## config.mk

```make
export PLATFORM = sky130hd
export DESIGN_NAME = lcd_write_ctrl
export DESIGN_NICKNAME = d
export VERILOG_FILES = /design/src/rtl/lcd_write_ctrl.sv
export SDC_FILE = /design/constraint.sdc
export NUM_CORES = 1
export LEC_CHECK = 0
export CAP_MARGIN = 20
export CELL_PAD_IN_SITES_DETAIL_PLACEMENT = 1
export CELL_PAD_IN_SITES_GLOBAL_PLACEMENT = 1
export CORE_MARGIN = 1
export CORE_UTILIZATION = 35
export CTS_CLUSTER_DIAMETER = 120
export DETAILED_ROUTE_END_ITERATION = 7
export DONT_BUFFER_PORTS = 1
export GPL_TIMING_DRIVEN = 1
export PLACE_DENSITY_LB_ADDON = 0.1
export SYNTH_ARGS = -nofsm -noshare
export SYNTH_HDL_FRONTEND = slang
export SYNTH_SLANG_ARGS = --single-unit
```

## constraint.sdc

```tcl
create_clock -name clk_i -period 3.68 [get_ports clk_i]
set_clock_uncertainty 0.1 [all_clocks]
set_input_delay 0.736 -clock clk_i [delete_from_list [all_inputs] [get_ports clk_i]]
set_output_delay 0.736 -clock clk_i [all_outputs]
set_load 0.01 [all_outputs]
```

## src/rtl/lcd_write_ctrl.sv

```systemverilog
// Buffers LSU stores to the LCD register in a small FIFO and replays each
// word onto an HD44780-style character LCD with setup/enable/hold/exec timing.
module lcd_write_ctrl #(
    parameter int FIFO_DEPTH  = 4,
    parameter int T_SETUP     = 2,
    parameter int T_EN_HIGH   = 12,
    parameter int T_HOLD      = 2,
    parameter int T_EXEC      = 2000,
    parameter int T_EXEC_LONG = 82000
) (
    input  logic        clk_i,
    input  logic        rst_ni,
    input  logic        lcd_wr_i,
    input  logic [31:0] lcd_word_i,
    output logic        lcd_on_o,
    output logic        lcd_rs_o,
    output logic        lcd_rw_o,
    output logic        lcd_en_o,
    output logic [7:0]  lcd_data_o,
    output logic [31:0] status_o,
    input  logic        ovf_clr_i
);

    localparam int AW = $clog2(FIFO_DEPTH);
    localparam int CW = AW + 1;
    localparam int TW = $clog2(T_EXEC_LONG + 1);

    typedef enum logic [2:0] {
        S_IDLE,
        S_SETUP,
        S_PULSE,
        S_HOLD,
        S_WAIT
    } state_t;

    state_t          state_q, state_d;
    logic [TW-1:0]   cnt_q, cnt_d;
    logic [8:0]      mem [FIFO_DEPTH];
    logic [AW-1:0]   rd_ptr_q, wr_ptr_q;
    logic [CW-1:0]   count_q, count_d;
    logic            ovf_q, ovf_d;
    logic            rs_q, on_q, en_q;
    logic [7:0]      data_q;
    logic [31:0]     status_q;
    logic            push, pop, long_cmd;
    logic            busy_d, full_d, empty_d;
    logic [3:0]      count4_d;
    logic            unused_word;

    assign unused_word = ^{lcd_word_i[30:10], lcd_word_i[8]};

    // A push into a full FIFO is still accepted when the head leaves this cycle.
    assign pop  = (state_q == S_IDLE) && (count_q != '0);
    assign push = lcd_wr_i && ((count_q < CW'(FIFO_DEPTH)) || pop);

    always_comb begin
        count_d = count_q;
        case ({push, pop})
            2'b10:   count_d = count_q + 1'b1;
            2'b01:   count_d = count_q - 1'b1;
            default: count_d = count_q;
        endcase
    end

    always_comb begin
        ovf_d = ovf_q;
        if (ovf_clr_i) ovf_d = 1'b0;
        if (lcd_wr_i && !push) ovf_d = 1'b1;
    end

    assign long_cmd = !rs_q && ((data_q == 8'h01) || (data_q == 8'h02) || (data_q == 8'h03));

    always_comb begin
        state_d = state_q;
        cnt_d   = cnt_q;
        case (state_q)
            S_IDLE: begin
                if (pop) begin
                    state_d = S_SETUP;
                    cnt_d   = TW'(T_SETUP - 1);
                end
            end
            S_SETUP: begin
                if (cnt_q == '0) begin
                    state_d = S_PULSE;
                    cnt_d   = TW'(T_EN_HIGH - 1);
                end else begin
                    cnt_d = cnt_q - 1'b1;
                end
            end
            S_PULSE: begin
                if (cnt_q == '0) begin
                    state_d = S_HOLD;
                    cnt_d   = TW'(T_HOLD - 1);
                end else begin
                    cnt_d = cnt_q - 1'b1;
                end
            end
            S_HOLD: begin
                if (cnt_q == '0) begin
                    state_d = S_WAIT;
                    cnt_d   = long_cmd ? TW'(T_EXEC_LONG - 1) : TW'(T_EXEC - 1);
                end else begin
                    cnt_d = cnt_q - 1'b1;
                end
            end
            S_WAIT: begin
                if (cnt_q == '0) begin
                    state_d = S_IDLE;
                end else begin
                    cnt_d = cnt_q - 1'b1;
                end
            end
            default: begin
                state_d = S_IDLE;
                cnt_d   = '0;
            end
        endcase
    end

    assign busy_d   = (state_d != S_IDLE) || (count_d != '0);
    assign full_d   = (count_d == CW'(FIFO_DEPTH));
    assign empty_d  = (count_d == '0);
    assign count4_d = 4'(count_d);

    always_ff @(posedge clk_i) begin
        if (push) mem[wr_ptr_q] <= {lcd_word_i[9], lcd_word_i[7:0]};
    end

    // Status is computed from next-state values so it mirrors the registers
    // as of the most recent edge.
    always_ff @(posedge clk_i or negedge rst_ni) begin
        if (!rst_ni) begin
            state_q  <= S_IDLE;
            cnt_q    <= '0;
            rd_ptr_q <= '0;
            wr_ptr_q <= '0;
            count_q  <= '0;
            ovf_q    <= 1'b0;
            rs_q     <= 1'b0;
            data_q   <= 8'h00;
            on_q     <= 1'b0;
            en_q     <= 1'b0;
            status_q <= 32'h0;
        end else begin
            state_q <= state_d;
            cnt_q   <= cnt_d;
            count_q <= count_d;
            ovf_q   <= ovf_d;
            en_q    <= (state_d == S_PULSE);
            if (push) wr_ptr_q <= wr_ptr_q + 1'b1;
            if (pop) begin
                rd_ptr_q         <= rd_ptr_q + 1'b1;
                {rs_q, data_q}   <= mem[rd_ptr_q];
            end
            if (lcd_wr_i) on_q <= lcd_word_i[31];
            status_q <= {24'h0, count4_d, empty_d, ovf_d, full_d, busy_d};
        end
    end

    assign lcd_on_o   = on_q;
    assign lcd_rs_o   = rs_q;
    assign lcd_rw_o   = 1'b0;
    assign lcd_en_o   = en_q;
    assign lcd_data_o = data_q;
    assign status_o   = status_q;

endmodule

```

Yosys cells after proc, flatten, opt, wreduce, memory -nomap -nowiden:

Memories as Yosys holds them, arrays and structs flattened. A register that Yosys moved wholly into a read port is not among the register bits.
Index checks and enable logic that the tools add are counted.

* output and inout port bits: 44
* bits in writable memories: 36
* word-level logic and storage cells: 65
* flip-flop bits (word level): 37
* memories kept: 1
* input bits: 36

* muxes and demuxes: 18
* reductions and logical operators: 18
* magnitude comparators: 1
* add/subtract/negate cells: 5
* equal/unequal tests: 13

Memory list
* mem: words 4, width 9, read ports 1, clocked after Yosys merged registers in 1, write ports 1, line 38 `logic [8:0] mem [FIFO_DEPTH];`

Operators by type and width (number)
* $mux 17: 6
* $pmux 17 s5: 1
* $logic_not 17->1: 1
* $sub 17x1->17 const B: 1
* $eq 8x2->1 const B: 2
* $mux 3: 5
* $pmux 3 s5: 1
* $eq 3x2->1 const B: 3
* $reduce_bool 3->1: 3
* $eq 8x1->1 const B: 1
* $eq 3x3->1 const B: 2
* $logic_not 3->1: 2
* $pmux 3 s2: 1
* $add 2x1->2 const B: 2
* $logic_and 1x1->1: 4
* $logic_or 1x1->1: 4
* $mux 1: 4
* $ne 2x2->1 const B: 2
* $add 3x1->3 const B: 1
* $eq 3x1->1 const B: 1
* $logic_not 1->1: 3
* $lt 3x3->1 const B: 1
* $sub 3x1->3 const B: 1
* $eq 2x1->1 const B: 1
* other kinds (2): 2

Logic depth before layout (Yosys ltp):

* depth after elaboration: 8
* gate-level depth with buffers: 13

Worst setup path after synthesis:

Ideal clock, no wire load.

* kind: reg-to-reg
* start: reg state_q[2]
* end: reg status_q[0], in the netlist status_o[0]
* setup slack: 0.622 ns
* cell stages (with the launch flop): 13
* path buffers: 3
* data arrival time: 2.829 ns
* cells stage by stage: dfrtp_1 -> clkbuf_1 -> or3_1 -> clkbuf_1 -> nor2_1 -> buf_2 -> ha_1 -> inv_1 -> fa_1 -> o21ai_0 -> or2_2 -> nor2_1 -> o21ai_1

* cells in the longest elaborated chain, start to end: 8

RTL lines
* start, declared: line 36 `state_t state_q, state_d;`
* start signal, assigned: line 146 `state_q <= state_d;`
* $logic_not 3->1 *: line 53 `assign pop = (state_q == S_IDLE) && (count_q != '0);`
* $logic_and 1x1->1 *: line 53
* named net pop: line 45 `logic push, pop, long_cmd;`
* $logic_or 1x1->1: line 54 `assign push = lcd_wr_i && ((count_q < CW'(FIFO_DEPTH)) || pop);`
* $logic_and 1x1->1: line 54
* $eq 2x1->1 / $eq 2x2->1 (equally long branches): line 58 `case ({push, pop})`
* $pmux 3 s2 *: line 58
* named net count_d[1]: line 40 `logic [CW-1:0] count_q, count_d;`
* $reduce_bool 3->1 *: line 121 `assign busy_d = (state_d != S_IDLE) || (count_d != '0);`
* $logic_or 1x1->1 *: line 121
* named net busy_d: line 46 `logic busy_d, full_d, empty_d;`
* end signal, assigned: line 157 `status_q <= {24'h0, count4_d, empty_d, ovf_d, full_d, busy_d};`
* end, declared: line 44 `logic [31:0] status_q;`

The timed path passes the listed nets; every way through them passes the cells marked *.
A chain may end at the register's enable or synchronous reset.

Worst setup path after layout:

* start: reg cnt_q[0]
* end: reg cnt_q[10]

* cells in the longest elaborated chain, start to end: 3

RTL lines
* start, declared: line 37 `logic [TW-1:0] cnt_q, cnt_d;`
* start signal, assigned: line 147 `cnt_q <= cnt_d;`
* $sub 17x1->17 / $logic_not 17->1 (equally long branches)
* $mux 17 (tied with other cells): line 108 `if (cnt_q == '0) begin`
* $pmux 17 s5 / $reduce_and 2->1 (equally long branches)

Several ways; a longest one is shown, not always the timed one. The select of a mux whose other input is x is not followed.

==> metrics.csv <==
stage;metric;value;unit
timing;rsz0062_at_grt;false;
floorplanning;die_h;108;um
worst_setup_path;path_max_fanout;16;
drt;wl_per_cell;17.9;um
timing;maxSlewViolCount;0;
drt;finalWirelength;8240;um
drt;dr_total_vias;2350;
timing;worst_slack;0.970;ns
clocking;post_cts_buffers;0;
clocking;cts_tree;done;
synthesis;ys_seq_elements;78;
worst_setup_path;crit_type;flip-flop to flip-flop;
power_and_ir_drop;leakagePower;1.64;nW
synthesis;syn_avg_cell_area;12.5;um2
global_routing;grtUsageMet1;22.4;%
clocking;clock_latency;0.35;ns
final_layout;nets;360;
worst_setup_path;rr_worst_depth;7;
placement;dp_slack;0.960;ns
clocking;cts_max_level;3;
clocking;cts_buffer_depth;2;
synthesis;synth_largest_area_cell;edfxtp_1;
floorplanning;fp.dieW;108;um
run;max_cap_viol_count;0;
worst_setup_path;cp.arrival;2.85;ns
global_routing;grt_pass1_wl;13700;um
worst_setup_path;end_kind;flip-flop;
synthesis;yosys.area.top_type_share;27.7;%
synthesis;synth_edf_count;36;
placement;place_congestion;0.700;
timing;setup_viol;0;
synthesis;synthDistinctLibCells;57;
timing;setup_tns;0;ns
worst_setup_path;worstPathRequired;3.82;ns
synthesis;synth_area;3900;um2
clocking;cts_buffers;9;
min_path;hold_class;primary input to asynchronous set/reset pin;
drt;drc_errors;0;
drt;drt_iter0_drc;72;
power_and_ir_drop;power;0.00316;W
timing;period_needed;2.71;ns
drt;drtAntennaViolNets;0;
final_layout;diodes;0;
final_layout;drive_above_1_share;17.8;%
timing;tightestPinTransition;0.698;ns
floorplanning;die-area;11600;um2
placement;place_hpwl;5550;um
global_routing;grt_busiest_layer;met2;
placement;place_area;3950;um2
synthesis;ys_warn_count;0;
synthesis;synthCells;312;
global_routing;grt_max_degree;43;
worst_setup_path;r2r_end;cnt_q[10];
synthesis;ys.flop_type;dfrtp_1;
timing;relSlewSlack;53.5;%
worst_setup_path;reg2reg_slack;0.97;ns
worst_setup_path;r2r-start;cnt_q[0];
floorplanning;rows;38;
floorplanning;start_util;36.0;%
status;run_status;complete, no violations;
synthesis;synthArstFlopShare;53.8;%
power_and_ir_drop;p_per_area;758;nW/um2
synthesis;synth-seq-area-share;54.7;%
synthesis;yosys.cell_count.top_type;dfrtp_1;
drt;drt_first_pass_iters;5;
clocking;cts.sinks;78;
global_routing;grt_pass1_vias;2440;
final_layout;fill_cells;1186;
clocking;clockRootBuffer;clkbuf_8;
floorplanning;core_area;10800;um2
power_and_ir_drop;peakVddDrop;0.000291;V
global_routing;gr-total-overflow;0;
synthesis;synth_top_cells_by_area;edfxtp_1 (28%), dfrtp_1 (27%), buf_4 (5.2%);
timing;hold_ws;0.115;ns
drt;avgViaCountPerCell;5.10;
global_routing;antenna_found_initial;0;
floorplanning;pin_count;80;
global_routing;met3_usage;4.66;%
global_routing;grt_use_met2;23.8;%
placement;port_buffers;0;
final_layout;area_delta_synth_final;7.09;%
timing;clock.fmax;0.369;GHz
timing;hold_viol_final;0;
synthesis;ys_top_cells_by_count;dfrtp_1 (42), edfxtp_1 (36), buf_4 (27);
final_layout;stdcell_area;4180;um2
timing;fin_crit_sh;73.6;%
clocking;clkTransAtPathRegs;0.08;ns
global_routing;grtUsageTotal;16.1;%
worst_setup_path;start_kind;flip-flop;
what timing repair did:
action,CTS,global route
hold buffers,1,0
setup endpoints to repair,0,0
hold endpoints to repair,42,0
gates resized for setup,0,0
logic make-up (layout without fill, tap and decap cells):
family                     count (synthesis)  after routing  share of synthesized area (%)
and+or+nand+nor                           83             83                           12.5
DFF                                       78             78                           54.7
AOI/OAI and AO/OA                         59             59                           11.0
buffers and inverters                     53             37                           8.41
muxes                                     19             19                           8.09
xor gates and xnor gates                  11             11                           2.47
adders and majority gates                  8              8                           2.76
other                                      1             26                         0.0962
layer usage:
metal  vias up  wire length [um]
li1       1103                 -
met1      1184              4090
met2        56              3690
met3         7               365
met4         0                95
met5         -                 0
cell type report:
cell class	instances	area (um2)	area share, %
sequential	78	2130	51.1
timing repair buffer	10	95.1	2.28
clock buffer	11	141	3.39
tap	140	175	4.20
inverter	11	41.3	0.989
clock inverter	5	57.6	1.38
multi-input combinational	206	1530	36.7
cell usage in the layout (no fill, tap or decap), types with 3 or more instances in the layout:
master     n
nand3_1    6
nand2_1   11
mux2_2    10
and2_1     5
a21o_1     6
mux4_2     9
o31ai_1    5
a32oi_1    5
a21oi_1    9
dfrtp_1   42
nor3_1     8
ha_1       7
nor2_1    15
or4_1      5
conb_1    26
nor2b_1    4
inv_1     11
clkbuf_8  10
or2_2      3
buf_4      9
xor2_1     4
o21ai_1    4
o211ai_1   3
edfxtp_1  36
or3_1      8
xnor2_1    7
nor4_1     3
o21ai_0   10
o22ai_1    4
through the flow:
stage	utilization (%)	std cells
detailed placement	36.4	444
finish	38.5	461
global route	38.5	461
floorplan	-	337
global placement	36.4	444
CTS	38.5	461
power breakdown:
| part | switching (W) | internal [W] | total (W) |
|---|---|---|---|
| Clock | 0.000324 | 0.000334 | 0.000658 |
| Combinational | 0.000512 | 0.000510 | 0.00102 |
| Sequential | 0.000311 | 0.00117 | 0.00148 |
registers in the layout, indices dropped and copies added (netlist names):
register and flops:
wr_ptr_q 2, count_q 2, cnt_q 17, lcd_on_o 1
state_q 3, lcd_en_o 1, status_o 5, rd_ptr_q 2
lcd_rs_o 1, lcd_data_o 8, mem 36
critical path, stage by stage (launching register included):
cell	delay [ns]
dfrtp_1	0.42
inv_1	0.10
ha_1	0.13
or4b_2	0.65
or4_4	0.61
o21ai_1	0.29
a32oi_1	0.11
a21o_1	0.18
worst max path at each step:
stage / slack, ns / from / endpoint / depth (start not counted)
2_1_floorplan: 0.62 / state_q[2] / status_o[0] / 12
3_3_place_gp: 0.96 / cnt_q[0] / cnt_q[12] / 7
3_5_place_dp: 0.96 / cnt_q[0] / cnt_q[14] / 7
4_1_cts: 0.95 / cnt_q[0] / cnt_q[9] / 7
5_1_grt: 0.69 / cnt_q[0] / cnt_q[12] / 7
6_report: 0.97 / cnt_q[0] / cnt_q[10] / 7
No activity file was read; power rests on OpenSTA's default activity.
